==> src/rtl/exe_stage.sv <==
// Execute stage of the 5-stage in-order pipeline.
// Holds the decoded bundle from ID, computes the ALU result or runs a
// 32-iteration restoring divider, issues the data-SRAM request on handoff
// to MEM, and forwards the in-flight result and a stall flag back to ID.
module exe_stage (
    input  logic         clk,
    input  logic         reset,
    input  logic         ms_allowin,
    output logic         es_allowin,
    input  logic         ds_to_es_valid,
    input  logic [157:0] ds_to_es_bus,
    output logic         es_to_ms_valid,
    output logic [74:0]  es_to_ms_bus,
    output logic         data_sram_en,
    output logic [3:0]   data_sram_we,
    output logic [31:0]  data_sram_addr,
    output logic [31:0]  data_sram_wdata,
    output logic [39:0]  es_forward
);

    typedef enum logic [1:0] {
        DIV_IDLE = 2'd0,
        DIV_BUSY = 2'd1,
        DIV_DONE = 2'd2
    } div_state_t;

    // Pipeline register
    logic         r_es_valid;
    logic [157:0] r_ds_to_es_bus;

    // Divider state
    div_state_t   r_div_state;
    logic [4:0]   r_div_cnt;
    logic [31:0]  r_div_quot;     // dividend shifts out, quotient bits shift in
    logic [31:0]  r_div_rem;
    logic [31:0]  r_div_dsor;
    logic         r_div_neg_q;
    logic         r_div_neg_r;
    logic         r_div_by_zero;

    // Bundle fields
    logic [11:0]  w_alu_op;
    logic [3:0]   w_div_op;
    logic [4:0]   w_load_op;
    logic [2:0]   w_store_op;
    logic         w_gr_we;
    logic [4:0]   w_dest;
    logic [31:0]  w_src1;
    logic [31:0]  w_src2;
    logic [31:0]  w_st_data;
    logic [31:0]  w_pc;

    logic [31:0]  w_add_result;
    logic [31:0]  w_alu_result;
    logic [31:0]  w_es_result;
    logic         w_is_div;
    logic         w_div_signed;
    logic         w_es_ready_go;
    logic         w_es_blocking;
    logic         w_is_mem;

    logic [32:0]  w_div_shift;
    logic [31:0]  w_div_diff;
    logic         w_div_fits;
    logic [31:0]  w_div_q;
    logic [31:0]  w_div_r;

    assign {w_alu_op, w_div_op, w_load_op, w_store_op, w_gr_we,
            w_dest, w_src1, w_src2, w_st_data, w_pc} = r_ds_to_es_bus;

    assign w_is_div      = (w_div_op != 4'd0);
    assign w_div_signed  = w_div_op[0] | w_div_op[1];
    assign w_is_mem      = (w_load_op != 5'd0) || (w_store_op != 3'd0);
    assign w_es_ready_go = w_is_div ? (r_div_state == DIV_DONE) : 1'b1;
    assign w_es_blocking = r_es_valid &&
                           ((w_load_op != 5'd0) || (w_is_div && !w_es_ready_go));

    assign es_allowin     = !r_es_valid || (w_es_ready_go && ms_allowin);
    assign es_to_ms_valid = r_es_valid && w_es_ready_go;

    // Bundle register and its valid bit
    always_ff @(posedge clk) begin
        if (reset) begin
            r_es_valid     <= 1'b0;
            r_ds_to_es_bus <= 158'd0;
        end else begin
            if (es_allowin) begin
                r_es_valid <= ds_to_es_valid;
            end
            if (ds_to_es_valid && es_allowin) begin
                r_ds_to_es_bus <= ds_to_es_bus;
            end
        end
    end

    assign w_add_result = w_src1 + w_src2;

    // One-hot ALU; an empty or malformed op yields zero
    always_comb begin
        w_alu_result = 32'd0;
        case (w_alu_op)
            12'b0000_0000_0001: w_alu_result = w_add_result;
            12'b0000_0000_0010: w_alu_result = w_src1 - w_src2;
            12'b0000_0000_0100: w_alu_result = {31'd0, $signed(w_src1) < $signed(w_src2)};
            12'b0000_0000_1000: w_alu_result = {31'd0, w_src1 < w_src2};
            12'b0000_0001_0000: w_alu_result = w_src1 & w_src2;
            12'b0000_0010_0000: w_alu_result = ~(w_src1 | w_src2);
            12'b0000_0100_0000: w_alu_result = w_src1 | w_src2;
            12'b0000_1000_0000: w_alu_result = w_src1 ^ w_src2;
            12'b0001_0000_0000: w_alu_result = w_src1 << w_src2[4:0];
            12'b0010_0000_0000: w_alu_result = w_src1 >> w_src2[4:0];
            12'b0100_0000_0000: w_alu_result = $signed(w_src1) >>> w_src2[4:0];
            12'b1000_0000_0000: w_alu_result = w_src2;
            default:            w_alu_result = 32'd0;
        endcase
    end

    // Restoring step: the 33-bit trial compare decides the quotient bit;
    // when it fits, the difference is below the divisor so 32 bits suffice.
    assign w_div_shift = {r_div_rem, r_div_quot[31]};
    assign w_div_fits  = (w_div_shift >= {1'b0, r_div_dsor});
    assign w_div_diff  = w_div_shift[31:0] - r_div_dsor;

    // Divider sequencing: latch magnitudes, iterate 32 times, hold until MEM takes it
    always_ff @(posedge clk) begin
        if (reset) begin
            r_div_state   <= DIV_IDLE;
            r_div_cnt     <= 5'd0;
            r_div_quot    <= 32'd0;
            r_div_rem     <= 32'd0;
            r_div_dsor    <= 32'd0;
            r_div_neg_q   <= 1'b0;
            r_div_neg_r   <= 1'b0;
            r_div_by_zero <= 1'b0;
        end else begin
            case (r_div_state)
                DIV_IDLE: begin
                    if (r_es_valid && w_is_div) begin
                        r_div_quot    <= (w_div_signed && w_src1[31]) ? (32'd0 - w_src1) : w_src1;
                        r_div_dsor    <= (w_div_signed && w_src2[31]) ? (32'd0 - w_src2) : w_src2;
                        r_div_rem     <= 32'd0;
                        r_div_neg_q   <= w_div_signed && (w_src1[31] ^ w_src2[31]);
                        r_div_neg_r   <= w_div_signed && w_src1[31];
                        r_div_by_zero <= (w_src2 == 32'd0);
                        r_div_cnt     <= 5'd0;
                        r_div_state   <= DIV_BUSY;
                    end
                end
                DIV_BUSY: begin
                    r_div_rem  <= w_div_fits ? w_div_diff : w_div_shift[31:0];
                    r_div_quot <= {r_div_quot[30:0], w_div_fits};
                    r_div_cnt  <= r_div_cnt + 5'd1;
                    if (r_div_cnt == 5'd31) begin
                        r_div_state <= DIV_DONE;
                    end
                end
                DIV_DONE: begin
                    if (w_es_ready_go && ms_allowin) begin
                        r_div_state <= DIV_IDLE;
                    end
                end
                default: begin
                    r_div_state <= DIV_IDLE;
                end
            endcase
        end
    end

    // Sign fix-up; divide-by-zero overrides give all-ones quotient and the raw dividend
    assign w_div_q = r_div_by_zero ? 32'hFFFF_FFFF :
                     (r_div_neg_q ? (32'd0 - r_div_quot) : r_div_quot);
    assign w_div_r = r_div_by_zero ? w_src1 :
                     (r_div_neg_r ? (32'd0 - r_div_rem) : r_div_rem);

    // Select divider quotient, remainder or ALU result
    always_comb begin
        w_es_result = w_alu_result;
        if (w_div_op[0] || w_div_op[2]) begin
            w_es_result = w_div_q;
        end else if (w_div_op[1] || w_div_op[3]) begin
            w_es_result = w_div_r;
        end else begin
            w_es_result = w_alu_result;
        end
    end

    assign es_to_ms_bus = {w_load_op, w_gr_we, w_dest, w_es_result, w_pc};
    assign es_forward   = {r_es_valid, w_es_blocking, w_gr_we, w_dest, w_es_result};

    // The request goes out only in the cycle MEM accepts the bundle
    assign data_sram_en   = r_es_valid && w_es_ready_go && ms_allowin && w_is_mem;
    assign data_sram_addr = w_add_result;

    // Byte enables and lane-replicated write data per store width
    always_comb begin
        data_sram_we    = 4'b0000;
        data_sram_wdata = w_st_data;
        case (w_store_op)
            3'b001: begin
                data_sram_we    = 4'b1111;
                data_sram_wdata = w_st_data;
            end
            3'b010: begin
                data_sram_we    = w_add_result[1] ? 4'b1100 : 4'b0011;
                data_sram_wdata = {2{w_st_data[15:0]}};
            end
            3'b100: begin
                data_sram_we    = 4'b0001 << w_add_result[1:0];
                data_sram_wdata = {4{w_st_data[7:0]}};
            end
            default: begin
                data_sram_we    = 4'b0000;
                data_sram_wdata = w_st_data;
            end
        endcase
    end

endmodule

==> config.mk <==
export PLATFORM = sky130hd
export DESIGN_NAME = exe_stage
export DESIGN_NICKNAME = d
export VERILOG_FILES = /design/src/rtl/exe_stage.sv
export SDC_FILE = /design/constraint.sdc
export NUM_CORES = 1
export LEC_CHECK = 0
export ABC_AREA = 1
export CAP_MARGIN = 20
export CELL_PAD_IN_SITES_DETAIL_PLACEMENT = 0
export CELL_PAD_IN_SITES_GLOBAL_PLACEMENT = 1
export CORE_MARGIN = 4
export CORE_UTILIZATION = 36
export DETAILED_ROUTE_END_ITERATION = 16
export GPL_TIMING_DRIVEN = 0
export PLACE_DENSITY_LB_ADDON = 0.1
export REMOVE_ABC_BUFFERS = 1
export SLEW_MARGIN = 10
export SYNTH_ARGS = -nofsm -noshare
export SYNTH_HDL_FRONTEND = slang
export SYNTH_SLANG_ARGS = --single-unit
==> constraint.sdc <==
create_clock -name clk -period 3.2 [get_ports clk]
set_input_delay 0.64 -clock clk [delete_from_list [all_inputs] [get_ports clk]]
set_output_delay 0.64 -clock clk [all_outputs]
set_load 0.02 [all_outputs]
### Word-level counts from Yosys, hierarchy flattened

Cells that the tools add are included.

| word-level totals | value |
|---|---|
| flip-flop bits (word level) | 265 |
| input bits | 162 |
| output and inout bits | 186 |
| logic and storage cells | 103 |

| cells by class | value |
|---|---|
| $add $sub $neg | 8 |
| magnitude comparators | 3 |
| equality and inequality tests | 21 |
| shift operators | 4 |
| muxes and demuxes | 24 |
| bitwise logic cells | 6 |
| reductions and logical operators | 27 |

Operator list:

| kind | count |
|---|---|
| 32-bit one-hot mux with 12 select lines | 1 |
| 32-bit two-way mux | 11 |
| 32-bit one-hot mux with 2 select lines | 3 |
| 1-bit by 32-bit subtractor with 32-bit output, first input constant | 4 |
| 32-bit < comparator | 2 |
| 32-bit subtractor | 2 |
| 33-bit by 32-bit greater-or-equal comparator with 1-bit output | 1 |
| 32-bit adder | 1 |
| 32-bit bitwise AND | 1 |
| 32-bit logical NOT | 1 |
| 32-bit NOT | 1 |
| 32-bit bitwise OR | 1 |
| 32-bit by 5-bit left shift with 32-bit output | 1 |
| 32-bit by 5-bit right shift with 32-bit output | 1 |
| 32-bit by 5-bit >>> shifter with 32-bit output | 1 |
| 32-bit XOR | 1 |
| 12-bit by 1-bit == test with 1-bit output, second input constant | 1 |
| 12-bit by 10-bit == test with 1-bit output, second input constant | 1 |
| 12-bit by 11-bit == test with 1-bit output, second input constant | 1 |
| 12-bit == test, second input constant | 1 |
| 12-bit by 2-bit == test with 1-bit output, second input constant | 1 |
| 12-bit by 3-bit == test with 1-bit output, second input constant | 1 |
| 12-bit by 4-bit == test with 1-bit output, second input constant | 1 |
| 12-bit by 5-bit == test with 1-bit output, second input constant | 1 |
| other kinds (33) | 52 |

### Longest topological paths before layout

Gate-level depths: netlist of the first run.

| depth | value |
|---|---|
| word-level depth | 6 |
| gate-level depth with buffers | 22 |
| gate-level depth less buffers | 19 |

### Worst setup path before layout of the first run

No wires, ideal clock.

| timing path | value |
|---|---|
| path kind | register to output |
| start point | reg r_ds_to_es_bus[67] |
| end point | out es_to_ms_bus[41] |
| arrival time | 3.233 ns |
| required time | 2.560 ns |
| path slack | -0.673 ns |
| cell stages (with the launch flop) | 19 |
| path buffers | 3 |
| path through | dfxtp_1 > inv_2 > clkbuf_1 > ha_1 > buf_2 > nand2_1 > nor2_1 > nand2_1 > nand3_1 > nand2_1 > nand2_1 > xor2_1 > nand2_1 > o21ai_0 > inv_1 > nand3_1 > nand2_1 > a21oi_1 > buf_4 |

| on the way | value |
|---|---|
| word-level cells in the longest chain between the ends | 4 |
| elaborated cells on any way between the ends | 8 |
| classes of those cells | 2 x add/sub; 3 x shift; 3 x mux |

Ends and longest elaborated chain:

| item | RTL line | source |
|---|---|---|
| start, declared | 29 | `logic [157:0] r_ds_to_es_bus;` |
| start signal, assigned | 91 | `r_ds_to_es_bus <= ds_to_es_bus;` |
| 32-bit adder | 96 | `assign w_add_result = w_src1 + w_src2;` |
| via data_sram_addr[9] | 16 | `output logic [31:0] data_sram_addr,` |
| 32-bit one-hot mux with 12 select lines | 101 | `case (w_alu_op)` |
| 32-bit two-way mux | 180 | `end else if (w_div_op[1] \|\| w_div_op[3]) begin` |
| 32-bit two-way mux | 178 | `if (w_div_op[0] \|\| w_div_op[2]) begin` |
| end, declared | 13 | `output logic [74:0] es_to_ms_bus,` |

The timed path passes the listed nets, and every way through them passes these cells.

### Worst setup path after layout of the first run

| timing path | value |
|---|---|
| start point | reg r_ds_to_es_bus[157] |
| end point | out es_to_ms_bus[33] |

| on the way | value |
|---|---|
| word-level cells in the longest chain between the ends | 4 |
| elaborated cells on any way between the ends | 15 |
| classes of those cells | 12 x eq/ne; 3 x mux |

Ends and longest elaborated chain:

| item | RTL line |
|---|---|
| 12-bit == test, or another cell as far along | 101 |
| 32-bit one-hot mux with 12 select lines (*) | 101 |
| 32-bit two-way mux (*) | 180 |
| 32-bit two-way mux (*) | 178 |

Mark *: on every way between the ends. The rest lies on a longest branch, timed or not.

==> results by group, run 1 <==
Flow run
  • Max cap viols: 0

Power and ir drop
  • Worst vdd ir: 1.16 mV
  • Pwr dens: 776 nW/µm²
  • Clock share of power: 14.0%
  • Switch Pwr: 16.9 mW
  • Switching share of total power: 55.2%
  • LEAKAGE: 18.0 nW
  • Fraction of power consumed by combinational cells: 71.4%
  • Power Internal: 13.7 mW
  • Sequential share of power: 14.6%

Synthesis
  • Number of synthesis warnings: 0
  • Synth Register Bits: 265
  • Library cells used by synthesis: 61
  • Ys async rst share: 0%
  • Post-synth EDFFs: 0
  • Cells after synthesis: 4906
  • Synth Area per Inst: 5.74 µm²
  • Synth Flop Type: dfxtp_1
  • Post-synthesis sequential area ratio: 18.8%
  • Synthesized area: 28200 µm²

Cells and area
  • Share of layout cells above drive strength 1: 24.1%
  • Commonest non-fill, non-tap cell in the layout: nand2_1
  • Layout net count: 5584
  • Area growth from synthesis to layout: 40.0%
  • Post-route cell area: 39400 µm²
  • Most frequent cells in the layout: nand2_1 (1039), nand3_1 (497), nor2_1 (481)
  • Final non-filler cell total: 6353

Critical path
  • CP Launch Point: r_ds_to_es_bus[157]$_SDFFE_PP0P_
  • Reg-to-reg endpoint: r_div_rem[20]$_SDFFE_PP0P_
  • CP max stage cell: dfxtp_1
  • CP most frequent cell: nand2_1
  • Setup CP Type: reg -> out
  • CP endpoint: es_to_ms_bus[33]
  • Worst R2R Path Depth: 10
  • Crit path largest cell delay: 0.43 ns
  • Endpoint class of the critical path: output pin
  • WP data required: 2.56 ns
  • Crit-path cells: nor2_1, nand2_2, nor2_8, nand2_4, clkinv_8, nand2_1, o21ai_1, nor2_1, nand3_1, nor2_2, nand2_1, nand2_1, a21oi_4, dlygate4sd2_1
  • R2r setup slk: 0.18 ns
  • Critical path startpoint category: flop
  • Crit Reg-Reg Startpoint: r_div_rem[1]$_SDFFE_PP0P_
  • Worst Path Max Fanout: 18
  • Crit path DAT: 3.41 ns

Die
  • DIE AREA: 82700 µm²
  • Die span in x: 288 µm
  • Core ar.: 77500 µm²
  • Die height: 288 µm
  • Cell row count: 102
  • Ports: 348
  • Initial Utilization: 36.3%

Run status
  • Failing checks: negative setup slack
  • Status: complete, but fails checks

Route
  • Vias per cell: 5.74
  • DRT iter0 DRCs: 4154
  • DRC: 0
  • WL/cell: 26.1 µm
  • 1st-pass router iterations: 8
  • Final ANT Viol Nets: 0
  • Final WL: 166000 µm
  • Vias: 36500

Clock network
  • Htree depth: 2
  • Worst-Skew Late Latency: 0.58 ns
  • CTS sink cnt: 265
  • Total CTS buffers: 37
  • Clock Tree Root: clkbuf_16
  • CTS Buffer Depth: 3
  • Clk slew on worst S/H paths: 0.06 ns
  • CTS tree: done
  • Hold-fix buffers, CTS: 0

Placed design
  • GPL Wtd Cong: 1.00
  • Port Buffers: 347
  • Inst Count DP: 5991
  • Placed instance area: 31500 µm²
  • DPL Wire Length: 120000 µm
  • Place WS: -2.43 ns

Timing
  • Fmax: 0.247 GHz
  • Hold Fails Final Rpt: 0
  • Setup TNS: -50.00 ns
  • RSZ-0062 raised after global routing: true
  • Worst hold slack: 0.449 ns
  • Worst-margin pin slew: 0.987 ns
  • Final worst path period need: 4.05 ns
  • Final setup margin: -0.845 ns
  • Worst Skew: 0.0237 ns
  • Setup violations, final: 89
  • Relative slew slack: 34.0%
  • Max Transition Viols Final: 0
  • Tcrit/Tclk final: 126%

Global route
  • Vias in the first global route: 33000
  • GRT Residual Overflow: 0
  • First-pass GRT wire length: 229000 µm
  • Largest net degree at the start of global routing: 188
  • Initial antenna violation count: 6
  • Total Routing Usage GR: 37.2%

Worst hold path
  • Hold Path Class: in -> reg
==> stage by stage <==
stage,util (%),power [mW]
2_1_floorplan,-,17.0
3_3_place_gp,40.2,23.5
3_5_place_dp,40.7,23.5
4_1_cts,47.6,29.2
5_1_grt,50.9,32.8
6_report,50.9,30.6
==> sequential cells by signal, summed over array words and instances (netlist names) <==
register and cells:
r_ds_to_es_bus 158, r_div_dsor 32, r_div_quot 32, r_div_rem 32, r_div_cnt 5, r_div_state 2
r_div_by_zero 1, r_div_neg_q 1, r_div_neg_r 1, r_es_valid 1
==> worst min path at each step <==
| stage | start | endpoint | slack [ns] | depth (start not counted) |
|---|---|---|---|---|
| after floorplan | r_div_cnt[4]$_SDFFE_PP0P_ | r_div_cnt[4]$_SDFFE_PP0P_ | 0.44 | 2 |
| after global placement | r_div_cnt[3]$_SDFFE_PP0P_ | r_div_cnt[3]$_SDFFE_PP0P_ | 0.45 | 2 |
| after detailed placement | r_div_cnt[3]$_SDFFE_PP0P_ | r_div_cnt[3]$_SDFFE_PP0P_ | 0.46 | 2 |
| after CTS | reset | r_div_rem[6]$_SDFFE_PP0P_ | 0.43 | 2 |
| after global routing | reset | r_div_rem[6]$_SDFFE_PP0P_ | 0.44 | 2 |
| final | reset | r_div_rem[6]$_SDFFE_PP0P_ | 0.45 | 2 |
==> critical path, delay by kind of cell, from the launching register on <==
kind / cells / cell delay [ns]
buf+inv: 2 / 0.57
flops: 1 / 0.43
simple gates: 10 / 1.62
compound gates: 2 / 0.16
==> timing repair <==
| item | 4_1_cts | 5_1_grt |
|---|---|---|
| setup buffers | 180 | 96 |
| resized for setup | 1064 | 541 |
| setup endpoints to repair | 326 | 298 |
| hold endpoints to repair | 0 | 0 |
| pin swaps | 167 | 146 |
| gates cloned | 11 | 10 |
==> cell families (layout without fill, tap and decap cells) <==
group | Yosys count | after routing | share of synthesized area [%]
DFF | 265 | 265 | 18.8
muxes | 7 | 7 | 0.280
other | 0 | 2 | 0
adders and majority gates | 138 | 138 | 6.21
buffers and inverters | 849 | 1248 | 13.5
xor gates and xnor gates | 81 | 81 | 2.52
AOI/OAI and AO/OA | 909 | 910 | 17.4
and+or+nand+nor | 2657 | 2662 | 41.2
==> power groups by stage <==
stage / Sequential, mW / Clock (mW) / Combinational [mW]
floorplan: 4.31 / 0 / 12.6
global placement: 4.59 / 0 / 18.9
detailed placement: 4.55 / 0 / 18.9
CTS: 4.42 / 4.35 / 20.4
global route: 4.49 / 4.48 / 23.8
finish: 4.45 / 4.30 / 21.8
==> cell usage after synthesis, types with 12 or more instances <==
| master | instances | area (µm²) |
|---|---|---|
| o21ai_1 | 31 | 155 |
| xnor2_1 | 20 | 175 |
| o21ai_0 | 337 | 1690 |
| nand4_1 | 71 | 444 |
| inv_2 | 29 | 109 |
| inv_1 | 497 | 1870 |
| buf_2 | 87 | 435 |
| nand2_1 | 1226 | 4600 |
| nor2_4 | 14 | 158 |
| buf_6 | 14 | 158 |
| nand3_1 | 580 | 2900 |
| nand3b_1 | 28 | 210 |
| nor3_1 | 67 | 335 |
| o22ai_1 | 28 | 175 |
| nor2_1 | 567 | 2130 |
| xor2_1 | 61 | 534 |
| a31oi_1 | 27 | 169 |
| and2_1 | 31 | 194 |
| dfxtp_1 | 265 | 5310 |
| buf_4 | 104 | 781 |
| o211ai_1 | 25 | 188 |
| clkbuf_1 | 102 | 383 |
| a21oi_1 | 395 | 1980 |
| ha_1 | 135 | 1690 |
| o21bai_1 | 12 | 90.1 |
==> per-layer routing <==
metal  track usage [%]  up-vias  wire, µm  share of wire (%)
li1                  -    16800         -                  -
met1              48.9    17200     66900                 40
met2              56.7     2000     70500                 43
met3              8.98      441     17600                 11
met4              18.7        4     10700                6.5
met5                 0        -        31              0.019
==> layout make-up <==
type | count | area, µm²
Fill cell | 8139 | 38000
Multi-Input combinational cell | 3798 | 22500
Timing Repair Buffer | 644 | 6460
Sequential cell | 265 | 5520
Inverter | 531 | 2390
Tap cell | 1040 | 1300
Clock buffer | 54 | 1060
Clock inverter | 12 | 175
Timing Repair inverter | 7 | 62.6
Antenna cell | 2 | 5.00
Note: power is estimated with default switching activity, not from simulation.
==> inputs of run 2 (changes only) <==
CTS_BUF_LIST = sky130_fd_sc_hd__clkbuf_8   (was default)
==> run 2 against run 1 <==
  * Sequential power barely moved
  * Global-route usage rose by 0.20 points
  * Clock power fell by 3%
  * Register-to-register slack got worse by 0.87 ns
  * The run still ends with negative setup slack left
  * Clock skew rose by 0.064 ns
  * Critical endpoint is now es_to_ms_bus[45]
==> results by group, run 2 (same netlist as run 1, synthesis figures left out) <==
Power and ir drop
  • Pwr dens: 775 nW/µm² (-0.14%)
  • LEAKAGE: 17.8 nW (-1.5%)
  • Worst vdd ir: 1.09 mV (-6.0%)
  • Tot Pwr: 30.4 mW (-0.57%)

Timing
  • Worst Skew: 0.0877 ns (+0.0640 ns)
  • Relative slew slack: 31.4% (-2.6 points)
  • Worst hold slack: 0.347 ns (-0.102 ns)
  • RSZ-0062 raised after global routing: true
  • Final worst path period need: 4.18 ns (+0.130 ns)
  • Hold Fails Final Rpt: 0 (unchanged)
  • Fmax: 0.239 GHz (-3.1%)
  • Final setup margin: -0.976 ns (-0.130 ns)
  • Max Transition Viols Final: 0 (unchanged)
  • Tcrit/Tclk final: 130% (+4.1 points)
  • Setup violations, final: 265 (+200%)
  • Worst-margin pin slew: 1.03 ns (+0.0419 ns)

Clock network
  • CTS Buffer Depth: 3 (unchanged)
  • Worst-Skew Late Latency: 0.73 ns (+0.15 ns)
  • CTS sink cnt: 265 (unchanged)
  • Total CTS buffers: 55 (+49%)
  • Clock Tree Root: clkbuf_8
  • Htree depth: 2 (unchanged)
  • Clk slew on worst S/H paths: 0.06 ns (about the same)
  • CTS tree: done

Critical path
  • Crit path DAT: 3.54 ns (+0.13 ns)
  • Reg-to-reg endpoint: r_ds_to_es_bus[127]$_SDFFE_PP0P_
  • Setup CP Type: reg -> out
  • Endpoint class of the critical path: output pin
  • Worst path bufs/invs: 5 (+3)
  • Worst R2R Path Depth: 11 (+1)
  • Critical Path Stages: 15 (+1)
  • Crit Reg-Reg Startpoint: r_ds_to_es_bus[145]$_SDFFE_PP0P_
  • WP data required: 2.56 ns (about the same)
  • CP endpoint: es_to_ms_bus[45]
  • CP Launch Point: r_ds_to_es_bus[75]$_SDFFE_PP0P_
  • Worst Path Max Fanout: 3 (-15)
  • R2r setup slk: -0.69 ns (-0.87 ns)
  • CP max stage cell: dfxtp_4
  • Crit-path cells: clkinvlp_4, buf_4, ha_2, a21oi_4, nand2_2, inv_1, nand2_1, inv_1, nand2_4, nand2_1, nand3_2, nand3b_1, nand2_2, a21oi_4, buf_6
  • Top Family by Delay on Critical Path: simple AND/OR/NAND/NOR gates
  • Crit path largest cell delay: 0.42 ns (about the same)
  • Critical path startpoint category: flop

Global route
  • Vias in the first global route: 33500 (+1.4%)
  • Total Routing Usage GR: 37.4% (+0.20 points)
  • GRT Residual Overflow: 0 (unchanged)
  • First-pass GRT wire length: 230000 µm (+0.59%)
  • Initial antenna violation count: 8 (+2)
  • Largest net degree at the start of global routing: 188 (unchanged)

Die
  • Core ar.: 77500 µm² (unchanged)
  • Cell row count: 102 (unchanged)
  • Ports: 348 (unchanged)
  • Initial Utilization: 36.3% (unchanged)
  • DIE AREA: 82700 µm² (unchanged)
  • Die span in x: 288 µm (unchanged)
  • Die height: 288 µm (unchanged)

Route
  • Vias: 36500 (+0.060%)
  • Final ANT Viol Nets: 0 (unchanged)
  • DRC: 0 (unchanged)
  • Vias per cell: 5.71 (-0.53%)
  • DRT iter0 DRCs: 4105 (-1.2%)
  • Final WL: 165000 µm (-0.28%)
  • 1st-pass router iterations: 6 (-2)
  • WL/cell: 25.9 µm (-0.87%)

Placed design
  • GPL Wtd Cong: 1.00 (unchanged)
  • Port Buffers: 347 (unchanged)
  • DPL Wire Length: 120000 µm (unchanged)
  • Inst Count DP: 5991 (unchanged)
  • Place WS: -2.43 ns (unchanged)

Cells and area
  • Layout net count: 5608 (+0.43%)
  • Final non-filler cell total: 6391 (+0.60%)
  • Commonest non-fill, non-tap cell in the layout: nand2_1
  • Most frequent cells in the layout: nand2_1 (1070), nand3_1 (499), nor2_1 (479)
  • Biggest register: r_ds_to_es_bus
  • Max reg flops: 158 (unchanged)
  • Area growth from synthesis to layout: 39.4%
  • Share of layout cells above drive strength 1: 23.8% (-0.29 points)
  • Final Core Density: 50.7% (-0.22 points)

Worst hold path
  • Hold Path Class: in -> reg

Flow run
  • Max cap viols: 0 (unchanged)

Run status
  • Failing checks: negative setup slack
  • Status: complete, but fails checks
==> run 2: changes by cell type in the layout (fill, tap and decap cells not counted), moves of 13 or more <==
cell / before / now
dlymetal6s2s_1: 13 / 0
nand2_1: 1039 / 1070
inv_1: 395 / 411
clkbuf_8: 7 / 66
nand2_2: 144 / 116
clkbuf_16: 42 / 2
clkdlybuf4s50_1: 239 / 255
==> run 2: cell type report <==
cell class,instances,area [µm²]
diodes,5,12.5
clock buffers,66,908
clock inverters,29,324
fillers,8160,38200
inverters,531,2400
multi-input cells,3797,22300
flip-flops and latches,265,5520
well taps,1040,1300
repair buffers,649,6420
repair inverters,9,87.6
==> run 2: power by group <==
part	switching, mW	internal [mW]	total (mW)
sequential	0.716	3.74	4.46
combinational	14.4	7.41	21.8
clock	1.82	2.37	4.19
total	16.9	13.5	30.4
==> run 2: what timing repair did <==
| action | 4_1_cts | 5_1_grt |
|---|---|---|
| hold buffers | 0 | 0 |
| setup endpoints to repair | 349 | 298 |
| resized for setup | 1156 | 360 |
| cloned | 11 | 8 |
| buffers inserted | 203 | 78 |
| pin swaps | 171 | 146 |
==> run 2: through the flow <==
step	setup TNS [ns]	cell area [µm²]
after global routing	-130.77	39200
after global placement	-1879.57	31100
after detailed placement	-260.13	31500
after CTS	-98.62	37400
final	-95.76	39300
after floorplan	-191.42	26400
==> run 2: how the worst min path moves through the flow <==
stage               slack (ns)                         to  cells after the start                 startpoint
finish                    0.35  r_div_rem[5]$_SDFFE_PP0P_                      2                      reset
global placement          0.45  r_div_cnt[3]$_SDFFE_PP0P_                      2  r_div_cnt[3]$_SDFFE_PP0P_
floorplan                 0.44  r_div_cnt[4]$_SDFFE_PP0P_                      2  r_div_cnt[4]$_SDFFE_PP0P_
CTS                       0.31  r_div_rem[6]$_SDFFE_PP0P_                      2                      reset
global route              0.34  r_div_rem[6]$_SDFFE_PP0P_                      2                      reset
detailed placement        0.46  r_div_cnt[3]$_SDFFE_PP0P_                      2  r_div_cnt[3]$_SDFFE_PP0P_
==> run 2: routing by layer <==
layer,routed length (µm),vias up,global-route usage (%)
met5,48,-,0
met4,11200,6,20.0
met3,18100,471,10.3
met2,69200,1991,56.4
met1,66700,17200,48.4
li1,-,16900,-
==> run 2: worst register-to-register path, delay by kind of cell, from the launching register on <==
family                 cells  cell delay, ns
AO/OA/AOI/OAI              4            1.18
AND/OR/NAND/NOR            3            1.26
flip-flops                 1            0.42
buffers and inverters      4            0.81
